### src/rtl/codec_pkg.sv
// Shared types and constants for the WM8731 codec setup hierarchy.
// Holds the request arbiter state encoding and the command word layout.
package codec_pkg;

  typedef enum logic [1:0] {
    IDLE      = 2'd0,
    START     = 2'd1,
    WAIT_DONE = 2'd2,
    RELEASE   = 2'd3
  } arb_state_e;

  localparam int I2C_CMD_W = 16;
  localparam logic [7:0] WM8731_DEV_ADDR = 8'h34;

  // Command word is {reg addr[6:0], data[8:0]}
  function automatic logic [6:0] cmd_reg_addr(input logic [I2C_CMD_W-1:0] cmd);
    return cmd[15:9];
  endfunction

  function automatic logic [8:0] cmd_reg_data(input logic [I2C_CMD_W-1:0] cmd);
    return cmd[8:0];
  endfunction

endpackage

### src/rtl/i2c_req_arbiter_rr_picker.sv
// Combinational round-robin picker: lowest requester at or above ptr wins,
// wrapping to the lowest requester overall when nothing sits at or above ptr.
module rr_picker
  import codec_pkg::*;
#(
  parameter int NUM_REQ = 2,
  parameter int PW      = 1
) (
  input  logic [NUM_REQ-1:0] req,
  input  logic [PW-1:0]      ptr,
  output logic [NUM_REQ-1:0] gnt,
  output logic [PW-1:0]      idx,
  output logic               valid
);

  logic [NUM_REQ-1:0] upper_s;
  logic [NUM_REQ-1:0] src_s;

  // Split requests into the half at/above the pointer, falling back to all of them
  always_comb begin
    upper_s = {NUM_REQ{1'b0}};
    for (int j = 0; j < NUM_REQ; j++) begin
      upper_s[j] = req[j] && (j >= int'(ptr));
    end
    if (|upper_s) begin
      src_s = upper_s;
    end else begin
      src_s = req;
    end
  end

  // Lowest set bit of the chosen half becomes the one-hot grant
  always_comb begin
    gnt   = {NUM_REQ{1'b0}};
    idx   = {PW{1'b0}};
    valid = |req;
    for (int j = NUM_REQ - 1; j >= 0; j--) begin
      if (src_s[j]) begin
        gnt    = {NUM_REQ{1'b0}};
        gnt[j] = 1'b1;
        idx    = PW'(j);
      end else begin
        idx = idx;
      end
    end
  end

endmodule

### src/rtl/i2c_req_arbiter.sv
// Shares one I2C codec master between several register-write requesters,
// running the master's start/busy/done handshake and reporting done/timeout.
module i2c_req_arbiter
  import codec_pkg::*;
#(
  parameter int NUM_REQ     = 2,
  parameter int TIMEOUT_CYC = 4096
) (
  input  logic                           clk_i2c,
  input  logic                           rst_ni,
  input  logic                           en_i,
  input  logic [NUM_REQ-1:0]             req_i,
  input  logic [NUM_REQ*I2C_CMD_W-1:0]   req_data_i,
  output logic [NUM_REQ-1:0]             gnt_o,
  output logic [NUM_REQ-1:0]             done_o,
  output logic [NUM_REQ-1:0]             err_o,
  output logic                           busy_o,
  output logic                           send_start_o,
  output logic [I2C_CMD_W-1:0]           cmd_data_o,
  input  logic                           i2c_busy_i,
  input  logic                           i2c_done_i
);

  localparam int PW = (NUM_REQ > 1) ? $clog2(NUM_REQ) : 1;
  localparam int TW = $clog2(TIMEOUT_CYC + 1);
  localparam logic [TW-1:0] TIMER_MAX = TW'(TIMEOUT_CYC);
  localparam logic [PW-1:0] LAST_REQ  = PW'(NUM_REQ - 1);

  arb_state_e           state_r;
  logic [PW-1:0]        rr_ptr_r;
  logic [PW-1:0]        owner_r;
  logic [TW-1:0]        timer_r;
  logic [NUM_REQ-1:0]   gnt_r;
  logic [NUM_REQ-1:0]   done_r;
  logic [NUM_REQ-1:0]   err_r;
  logic                 busy_r;
  logic                 send_start_r;
  logic [I2C_CMD_W-1:0] cmd_data_r;

  logic [NUM_REQ-1:0]   pick_gnt_s;
  logic [PW-1:0]        pick_idx_s;
  logic                 pick_valid_s;
  logic [I2C_CMD_W-1:0] cmd_sel_s;
  logic [TW-1:0]        timer_inc_s;
  logic [PW-1:0]        rr_next_s;

  rr_picker #(
    .NUM_REQ (NUM_REQ),
    .PW      (PW)
  ) u_rr_picker (
    .req   (req_i),
    .ptr   (rr_ptr_r),
    .gnt   (pick_gnt_s),
    .idx   (pick_idx_s),
    .valid (pick_valid_s)
  );

  // Command word of the requester the picker selected
  always_comb begin
    cmd_sel_s = {I2C_CMD_W{1'b0}};
    for (int i = 0; i < NUM_REQ; i++) begin
      if (pick_gnt_s[i]) begin
        cmd_sel_s = req_data_i[i*I2C_CMD_W +: I2C_CMD_W];
      end else begin
        cmd_sel_s = cmd_sel_s;
      end
    end
  end

  // Saturating timer increment and the pointer value after the current owner
  always_comb begin
    if (timer_r == TIMER_MAX) begin
      timer_inc_s = timer_r;
    end else begin
      timer_inc_s = timer_r + TW'(1);
    end
    if (owner_r == LAST_REQ) begin
      rr_next_s = {PW{1'b0}};
    end else begin
      rr_next_s = owner_r + PW'(1);
    end
  end

  // Arbitration FSM; every output is a register written here
  always_ff @(posedge clk_i2c) begin
    if (!rst_ni) begin
      state_r      <= IDLE;
      rr_ptr_r     <= {PW{1'b0}};
      owner_r      <= {PW{1'b0}};
      timer_r      <= {TW{1'b0}};
      gnt_r        <= {NUM_REQ{1'b0}};
      done_r       <= {NUM_REQ{1'b0}};
      err_r        <= {NUM_REQ{1'b0}};
      busy_r       <= 1'b0;
      send_start_r <= 1'b0;
      cmd_data_r   <= {I2C_CMD_W{1'b0}};
    end else begin
      done_r <= {NUM_REQ{1'b0}};
      err_r  <= {NUM_REQ{1'b0}};
      case (state_r)
        IDLE: begin
          if (en_i && pick_valid_s) begin
            state_r      <= START;
            gnt_r        <= pick_gnt_s;
            owner_r      <= pick_idx_s;
            cmd_data_r   <= cmd_sel_s;
            timer_r      <= {TW{1'b0}};
            busy_r       <= 1'b1;
            send_start_r <= 1'b1;
          end
        end
        START: begin
          if (i2c_busy_i) begin
            state_r <= WAIT_DONE;
            timer_r <= {TW{1'b0}};
          end else if (timer_inc_s == TIMER_MAX) begin
            state_r      <= RELEASE;
            err_r        <= gnt_r;
            send_start_r <= 1'b0;
            timer_r      <= timer_inc_s;
          end else begin
            timer_r <= timer_inc_s;
          end
        end
        WAIT_DONE: begin
          if (i2c_done_i) begin
            state_r      <= RELEASE;
            done_r       <= gnt_r;
            send_start_r <= 1'b0;
          end else if (timer_inc_s == TIMER_MAX) begin
            state_r      <= RELEASE;
            err_r        <= gnt_r;
            send_start_r <= 1'b0;
            timer_r      <= timer_inc_s;
          end else begin
            timer_r <= timer_inc_s;
          end
        end
        RELEASE: begin
          // Hold ownership until the master has fully let go of the bus
          if (!i2c_done_i && !i2c_busy_i) begin
            state_r  <= IDLE;
            gnt_r    <= {NUM_REQ{1'b0}};
            busy_r   <= 1'b0;
            rr_ptr_r <= rr_next_s;
          end
        end
        default: begin
          state_r      <= IDLE;
          gnt_r        <= {NUM_REQ{1'b0}};
          busy_r       <= 1'b0;
          send_start_r <= 1'b0;
        end
      endcase
    end
  end

  assign gnt_o        = gnt_r;
  assign done_o       = done_r;
  assign err_o        = err_r;
  assign busy_o       = busy_r;
  assign send_start_o = send_start_r;
  assign cmd_data_o   = cmd_data_r;

endmodule

### config.mk
export PLATFORM = sky130hd
export DESIGN_NAME = i2c_req_arbiter
export DESIGN_NICKNAME = d
export VERILOG_FILES = /design/src/rtl/codec_pkg.sv /design/src/rtl/i2c_req_arbiter_rr_picker.sv /design/src/rtl/i2c_req_arbiter.sv
export SDC_FILE = /design/constraint.sdc
export NUM_CORES = 1
export LEC_CHECK = 0
export CORE_ASPECT_RATIO = 1.25
export CORE_MARGIN = 2
export CORE_UTILIZATION = 50
export CTS_CLUSTER_SIZE = 30
export DETAILED_ROUTE_END_ITERATION = 6
export PLACE_DENSITY = 0.83
export SYNTH_ARGS = -nofsm -noshare
export SYNTH_HDL_FRONTEND = slang
export SYNTH_SLANG_ARGS = --single-unit
### constraint.sdc
create_clock -name clk_i2c -period 4.32 [get_ports clk_i2c]
set_input_delay 0.648 -clock clk_i2c [delete_from_list [all_inputs] [get_ports clk_i2c]]
set_output_delay 0.648 -clock clk_i2c [all_outputs]
set_load 0.01 [all_outputs]
==> results of run 1 <==
==> cell usage in the layout, fill, tap and decap left out, types with 3 or more instances in the layout <==
cell type and instances:
sky130_fd_sc_hd__a311oi_1 17, sky130_fd_sc_hd__o211ai_1 4, sky130_fd_sc_hd__buf_4 3, sky130_fd_sc_hd__clkdlybuf4s50_1 62, sky130_fd_sc_hd__nand2_1 32, sky130_fd_sc_hd__nand3_1 25, sky130_fd_sc_hd__nor2b_1 4, sky130_fd_sc_hd__nor2_1 37
sky130_fd_sc_hd__a21oi_1 12, sky130_fd_sc_hd__a22oi_1 3, sky130_fd_sc_hd__a31oi_1 3, sky130_fd_sc_hd__o21ai_0 16, sky130_fd_sc_hd__clkbuf_8 5, sky130_fd_sc_hd__and2_1 4, sky130_fd_sc_hd__ha_1 7, sky130_fd_sc_hd__dfxtp_1 41
sky130_fd_sc_hd__nor3_1 8, sky130_fd_sc_hd__inv_1 7, sky130_fd_sc_hd__xnor2_1 4
==> synth_stat cells, drive strengths merged, types with 7 or more instances <==
| cell type | instances | share of area |
|---|---|---|
| nor2 | 38 | 0.063 |
| ha | 7 | 0.039 |
| buf | 7 | 0.017 |
| o21ai | 17 | 0.039 |
| inv | 7 | 0.012 |
| clkbuf | 13 | 0.022 |
| a21oi | 12 | 0.027 |
| nand3 | 27 | 0.067 |
| a311oi | 17 | 0.066 |
| nand2 | 32 | 0.053 |
| dfxtp | 41 | 0.36 |
| nor3 | 9 | 0.022 |
==> tightest hold or removal path, stage by stage (launching register included) <==
cell and delay [ps]:
sky130_fd_sc_hd__dfxtp_1 320, sky130_fd_sc_hd__o21ai_0 70, sky130_fd_sc_hd__a21oi_1 70
==> how the worst max path moves through the flow <==
stage                     slack (ps)  startpoint                  endpoint  cells after the start
after floorplan                 2350    req_i[0]  timer_r[10]$_SDFFE_PN0P_                      5
after global placement          1420    req_i[1]  timer_r[10]$_SDFFE_PN0P_                      7
after detailed placement        1360    req_i[1]  timer_r[10]$_SDFFE_PN0P_                      7
after CTS                       1660    req_i[1]   timer_r[2]$_SDFFE_PN0P_                      8
after global routing            1490    req_i[1]  timer_r[10]$_SDFFE_PN0P_                      7
final                           1630    req_i[1]   timer_r[2]$_SDFFE_PN0P_                      8
==> flip-flops by register name (all words and copies together) (netlist names), 2 cells and up <==
register and cells:
state_r 2, err_o 2, cmd_data_o 16, timer_r 13, done_o 2, gnt_o 2
==> metrics by stage <==
| stage | hold slack (ps) | instance area, sq um | power (mW) |
|---|---|---|---|
| 6_report | 497 | 2980 | 0.963 |
| 5_1_grt | 513 | 2980 | 1.02 |
| 4_1_cts | 491 | 2980 | 0.968 |
| 3_5_place_dp | 481 | 2900 | 0.726 |
| 3_3_place_gp | 476 | 2900 | 0.723 |
| 2_1_floorplan | 454 | 2270 | 0.598 |
==> cell type report <==
class,instances,share of cell area
Inverter,8,0.0101
Clock buffer,6,0.0243
Sequential cell,41,0.275
Timing Repair Buffer,65,0.216
Clock inverter,2,0.00336
Tap cell,58,0.0243
Multi-Input combinational cell,217,0.447
==> metal layers <==
| metal | global-route usage | up-vias | routed length [um] |
|---|---|---|---|
| li1 | - | 1139 | - |
| met1 | 0.262 | 1042 | 2230 |
| met2 | 0.384 | 77 | 2650 |
| met3 | 0.0921 | 8 | 505 |
| met4 | 0.0681 | 0 | 89 |
| met5 | 0 | - | 0 |
==> logic make-up (layout without fill, tap and decap cells) <==
family,Yosys count,after routing,synth area share
AND/OR/NAND/NOR,133,133,0.295
flip-flops,41,41,0.362
adder cells (fa/ha/maj),7,7,0.0387
AO/OA/AOI/OAI,70,70,0.225
multiplexers,2,2,0.00884
buffers and inverters,28,81,0.0514
XOR/XNOR,5,5,0.0193
==> power groups by stage <==
stage | Clock [mW] | Combinational [mW] | Sequential (mW)
final | 0.244 | 0.288 | 0.431
after global routing | 0.263 | 0.321 | 0.434
after CTS | 0.248 | 0.289 | 0.431
after detailed placement | 0 | 0.287 | 0.439
after global placement | 0 | 0.285 | 0.438
after floorplan | 0 | 0.148 | 0.450
==> run summary, run 1 <==
=================================================================================
Result of the run                                                    complete, no violations
Async S/R FF share, synth                                                       0
Least-Margin Pin Slew                                                      607 ps
Worst relative slew slack                                                   0.595
Buffer count from post-CTS setup fixing                                         0
Utilization of the core after routing                                       0.679
Switching power                                                          0.299 mW
Die extent in y                                                           79.3 um
Layout cell share with drive strength beyond 1                             0.0649
Maximum clock path buffer count                                                 2
Placement Rows                                                                 27
Share of total power in sequential cells                                    0.447
Pin count of the biggest net entering global routing                           36
Area delta synth->final                                                     31.5%
Critical Setup Path Class                                            input port to flop
Grt ovf                                                                         0
Period minus WS final                                                     2690 ps
Core Footprint                                                         4390 sq um
Synthesized area divided by synthesized cell count                     7.92 sq um
Sequential fraction of the synthesis area                                   0.362
Hold WC Path Type                                                    flop to flop
Startpoint types                                                       input port
Initial antenna violation count                                                 0
Data arrival at the endpoint of the critical path                         2920 ps
Clock tree from TritonCTS                                                    done
Via count of the first global-routing pass                                   2102
Remaining routing DRC violations                                                0
Slowest library cell on the worst path                               sky130_fd_sc_hd__a221oi_4
PortBufs                                                                       62
Endpoint of the worst hold-timing path                               owner_r$_SDFFE_PN0P_
Switching share of power                                                    0.310
Library cells used by synthesis                                                52
Crit path buf inv count                                                         2
Fin Clk Skew                                                              2.99 ps
Post-synth EDFFs                                                                0
Instance count along the most critical hold path                                2
End of the worst register-to-register path                           state_r[1]$_SDFFE_PN0P_
Combined area of the multi-input logic cells                           1330 sq um
Cell count after synthesis                                                    286
Peak supply drop                                                           217 uV
Number of CTS-inserted buffers                                                  5
Kind of end point of the critical path                                       flop
Power density over the cells                                          323 nW/um^2
Antenna Nets Post-Route                                                         0
Clock network power share                                                   0.253
Floorplan die area                                                     5090 sq um
Via density per instance                                                     5.71
Maximum frequency from static timing analysis                             372 MHz
Effective utilization at floorplan                                          0.516
Internal portion of total power                                          0.664 mW
Share of total power in combinational logic                                 0.299
Estimated wirelength of the detail-placed design                          3.98 mm
RSZ-0062 raised after global routing                                           no
Worst-path clk slew                                                         80 ps
H-Tree Level Count                                                              2
Slowest Stage Delay on Critical Path                                       470 ps
Wire length of the first global-routing pass                              9.24 mm
List of cells traversed by the critical path                         clkdlybuf4s50_1, buf_4, o21ai_2, a221oi_4, nand3_4, nor2b_1, or3b_2, nand2_1
Number of nets in the synthesized netlist                                     332
Hold bufs inserted after CTS                                                    0
# diodes                                                                        0
Req. time, crit path                                                      4560 ps
Kind of cell with the highest combined delay on the critical path    simple AND/OR/NAND/NOR gates
Setup slack after placement                                               1360 ps
Number of slew-limit violations in the final report                             0
Worst-path maximum fanout                                                      20
Global Route Usage Sum                                                      0.227
Gp weighted congestion                                                      0.917
Number of optimization iterations in the first detailed-route pass              4
Final hold violation count                                                      0
Number of gates resized after cts                                               0
TNS Setup                                                                    0 ps
Clock Sinks                                                                    41
Total of fill cells in the finished design                                    398
Detailed-route wire length                                                5.47 mm
Skew-Pair Late Insertion Delay                                             290 ps
Final cycle utilization of the critical path                                0.622
Routed vias                                                                  2266
Number of non-filler instances in the completed layout                        397
Width of the die                                                          64.2 um
Critical R2R Launch                                                  timer_r[0]$_SDFFE_PN0P_
Net count of the finished layout                                              384
Cells on worst reg2reg path                                                     7
Hold wc startpoint                                                   owner_r$_SDFFE_PN0P_
DRC marker count from the first detailed-route iteration                      137
Flops & latches, synth                                                         41
Number of top-level pins                                                       63
Count of final setup violators                                                  0
Total leakage power                                                       1.04 nW
Sequential Area                                                         821 sq um
Root Buffer Master                                                   sky130_fd_sc_hd__clkbuf_8
Max-cap violations                                                              0
Yosys warns                                                                     0
Setup slack on the worst flop-to-flop path                                1940 ps
Most frequently used flop master after synthesis                     sky130_fd_sc_hd__dfxtp_1
Routed wirelength normalized by instance count                            13.8 um
Least setup slack across all paths after layout                           1630 ps
Post-synthesis instance area                                           2270 sq um
Dpl cells                                                                     389
=================================================================================
(Power assumes the default switching activity.)
==> run 2: changes to the inputs <==
Settings changed: CORE_UTILIZATION 50 to 48, PLACE_DENSITY 0.83 to 0.8.
Clock period 4.32 ns to 2.6 ns, I/O delays scaled along.
==> run 2 against run 1 <==
  * Global-route usage grew 0.66 points
  * Critical path depth shrank 1
  * Largest cell class unchanged
  * Via count grew 0.18%
  * Flip-flop and latch count is the same
  * Setup slack lost 1200 ps
  * Worst hold slack lost 3.4 ps
  * Combinational power grew 72%
==> run summary, run 2 (same netlist as run 1, synthesis figures left out) <==
=================================================================================
Global Route Usage Sum                                                      0.234   was 0.227
Clock network power share                                                   0.292   was 0.253
Instance count along the most critical hold path                                2   unchanged
Fin Clk Skew                                                              5.41 ps   was 2.99 ps
Hold bufs inserted after CTS                                                    0   unchanged
Skew-Pair Late Insertion Delay                                             300 ps   was 290 ps
Cells on worst reg2reg path                                                     7   unchanged
Via count of the first global-routing pass                                   2190   was 2102
PnR Total Power                                                           1.71 mW   was 0.963 mW
Maximum frequency from static timing analysis                             454 MHz
Layout cell share with drive strength beyond 1                             0.0787   was 0.0649
Worst-path maximum fanout                                                       8   was 20
Req. time, crit path                                                      2800 ps   was 4560 ps
Root Buffer Master                                                   sky130_fd_sc_hd__clkbuf_8   unchanged
Least-Margin Pin Slew                                                      481 ps   was 607 ps
Final hold violation count                                                      0   unchanged
Number of gates resized after cts                                               0   unchanged
Die extent in y                                                           80.8 um   was 79.3 um
Routed wirelength normalized by instance count                            14.4 um   was 13.8 um
Core Footprint                                                         4460 sq um   was 4390 sq um
Number of optimization iterations in the first detailed-route pass              4   unchanged
# diodes                                                                        0   unchanged
Max-cap violations                                                              0   unchanged
Total leakage power                                                       1.07 nW   was 1.04 nW
Commonest cells after routing, fill and taps aside                   sky130_fd_sc_hd__clkdlybuf4s50_1, sky130_fd_sc_hd__dfxtp_1, sky130_fd_sc_hd__nor2_1   unchanged
Count of final setup violators                                                  0   unchanged
DRC marker count from the first detailed-route iteration                      126   was 137
Number of slew-limit violations in the final report                             0   unchanged
Via density per instance                                                     5.66   was 5.71
Pin count of the biggest net entering global routing                           34   was 36
Worst-path clk slew                                                         80 ps   about the same
TNS Setup                                                                    0 ps   unchanged
Combined area of the multi-input logic cells                           1330 sq um   unchanged
Critical Setup Path Class                                            flop to flop   was input port to flop
Number of top-level pins                                                       63   unchanged
Result of the run                                                    complete, no violations   unchanged
Worst relative slew slack                                                   0.676   was 0.595
Routed vias                                                                  2270   was 2266
Data arrival at the endpoint of the critical path                         2400 ps   was 2920 ps
Antenna Nets Post-Route                                                         0   unchanged
Gp weighted congestion                                                      0.865   was 0.917
H-Tree Level Count                                                              2   unchanged
Kind of end point of the critical path                                       flop   unchanged
Share of total power in sequential cells                                    0.418   was 0.447
Switching power                                                          0.506 mW   was 0.299 mW
Period minus WS final                                                     2200 ps
Sequential Area                                                         821 sq um   unchanged
Switching share of power                                                    0.296   was 0.310
Peak supply drop                                                           301 uV   was 217 uV
Maximum clock path buffer count                                                 2   unchanged
Clock Sinks                                                                    41   unchanged
Number of CTS-inserted buffers                                                  5   unchanged
Detailed-route wire length                                                5.79 mm   was 5.47 mm
Estimated wirelength of the detail-placed design                          4.30 mm   was 3.98 mm
Width of the die                                                          65.5 um   was 64.2 um
Internal portion of total power                                           1.20 mW   was 0.664 mW
Remaining routing DRC violations                                                0   unchanged
Number of flip-flops in the largest register                                   16   unchanged
Placement Rows                                                                 27   unchanged
Net count of the finished layout                                              389   was 384
Most common library cell in the layout ignoring fill and taps        sky130_fd_sc_hd__clkdlybuf4s50_1   unchanged
Total of fill cells in the finished design                                    414   was 398
Wire length of the first global-routing pass                              9.64 mm   was 9.24 mm
Share of total power in combinational logic                                 0.290   was 0.299
Effective utilization at floorplan                                          0.508   was 0.516
Area delta synth->final                                                     34.1%   was 31.5%
PortBufs                                                                       62   unchanged
Floorplan die area                                                     5290 sq um   was 5090 sq um
Initial antenna violation count                                                 0   unchanged
Power density over the cells                                          563 nW/um^2   was 323 nW/um^2
Startpoint types                                                             flop   was input port
Final cycle utilization of the critical path                                0.847
Buffer count from post-CTS setup fixing                                         0   unchanged
Hold WC Path Type                                                    flop to flop   unchanged
RSZ-0062 raised after global routing                                           no   unchanged
Clock tree from TritonCTS                                                    done   unchanged
Grt ovf                                                                         0   unchanged
=================================================================================
[run 2: cell count changes in the layout (fill, tap and decap cells not counted)]
cell,before,now
sky130_fd_sc_hd__clkinv_2,2,1
sky130_fd_sc_hd__clkbuf_1,1,0
sky130_fd_sc_hd__bufinv_16,0,1
sky130_fd_sc_hd__buf_4,3,8
[run 2: layout make-up]
cell class,count,area share
well taps,58,0.0239
repair buffers,70,0.224
clock buffers,5,0.0226
multi-input cells,217,0.438
inverters,8,0.00988
flip-flops and latches,41,0.270
clock inverters,2,0.0115
[run 2: worst max-delay path, stage by stage (launching register included)]
cell and delay (ps):
sky130_fd_sc_hd__dfxtp_1 430, sky130_fd_sc_hd__ha_1 250, sky130_fd_sc_hd__and2_1 240, sky130_fd_sc_hd__nand4_1 140, sky130_fd_sc_hd__xnor2_1 190, sky130_fd_sc_hd__nor4_2 440
sky130_fd_sc_hd__nand4bb_1 150, sky130_fd_sc_hd__o41ai_1 250
[run 2: routing by layer]
metal,track usage,routed length [um],vias up
li1,-,-,1152
met1,0.253,2360,1032
met2,0.416,2860,73
met3,0.0873,458,13
met4,0.0833,106,0
met5,0,0,-
[run 2: worst paths after layout]
kind | to | start | slack [ps]
worst min-delay path | busy_o$_SDFFE_PN0P_ | busy_o$_SDFFE_PN0P_ | 490
worst max-delay path | state_r[0]$_SDFFE_PN0P_ | timer_r[0]$_SDFFE_PN0P_ | 400
worst min register to register | busy_o$_SDFFE_PN0P_ | busy_o$_SDFFE_PN0P_ | 490
worst max register to register | state_r[0]$_SDFFE_PN0P_ | timer_r[0]$_SDFFE_PN0P_ | 400
[run 2: metrics by stage]
stage	instance area (sq um)	hold slack, ps	std cells	setup WS, ps	utilization
CTS	3040	504	401	388	0.682
finish	3040	494	401	398	0.682
global route	3040	524	401	236	0.682
global placement	2940	472	394	320	0.658
floorplan	2270	454	286	668	-
detailed placement	2940	483	394	231	0.658
[run 2: power by group through the flow]
stage / Sequential (mW) / Clock (mW) / Combinational (mW)
final: 0.715 / 0.500 / 0.496
after global routing: 0.723 / 0.542 / 0.549
after CTS: 0.715 / 0.508 / 0.499
after detailed placement: 0.730 / 0 / 0.495
after global placement: 0.728 / 0 / 0.488
after floorplan: 0.748 / 0 / 0.246
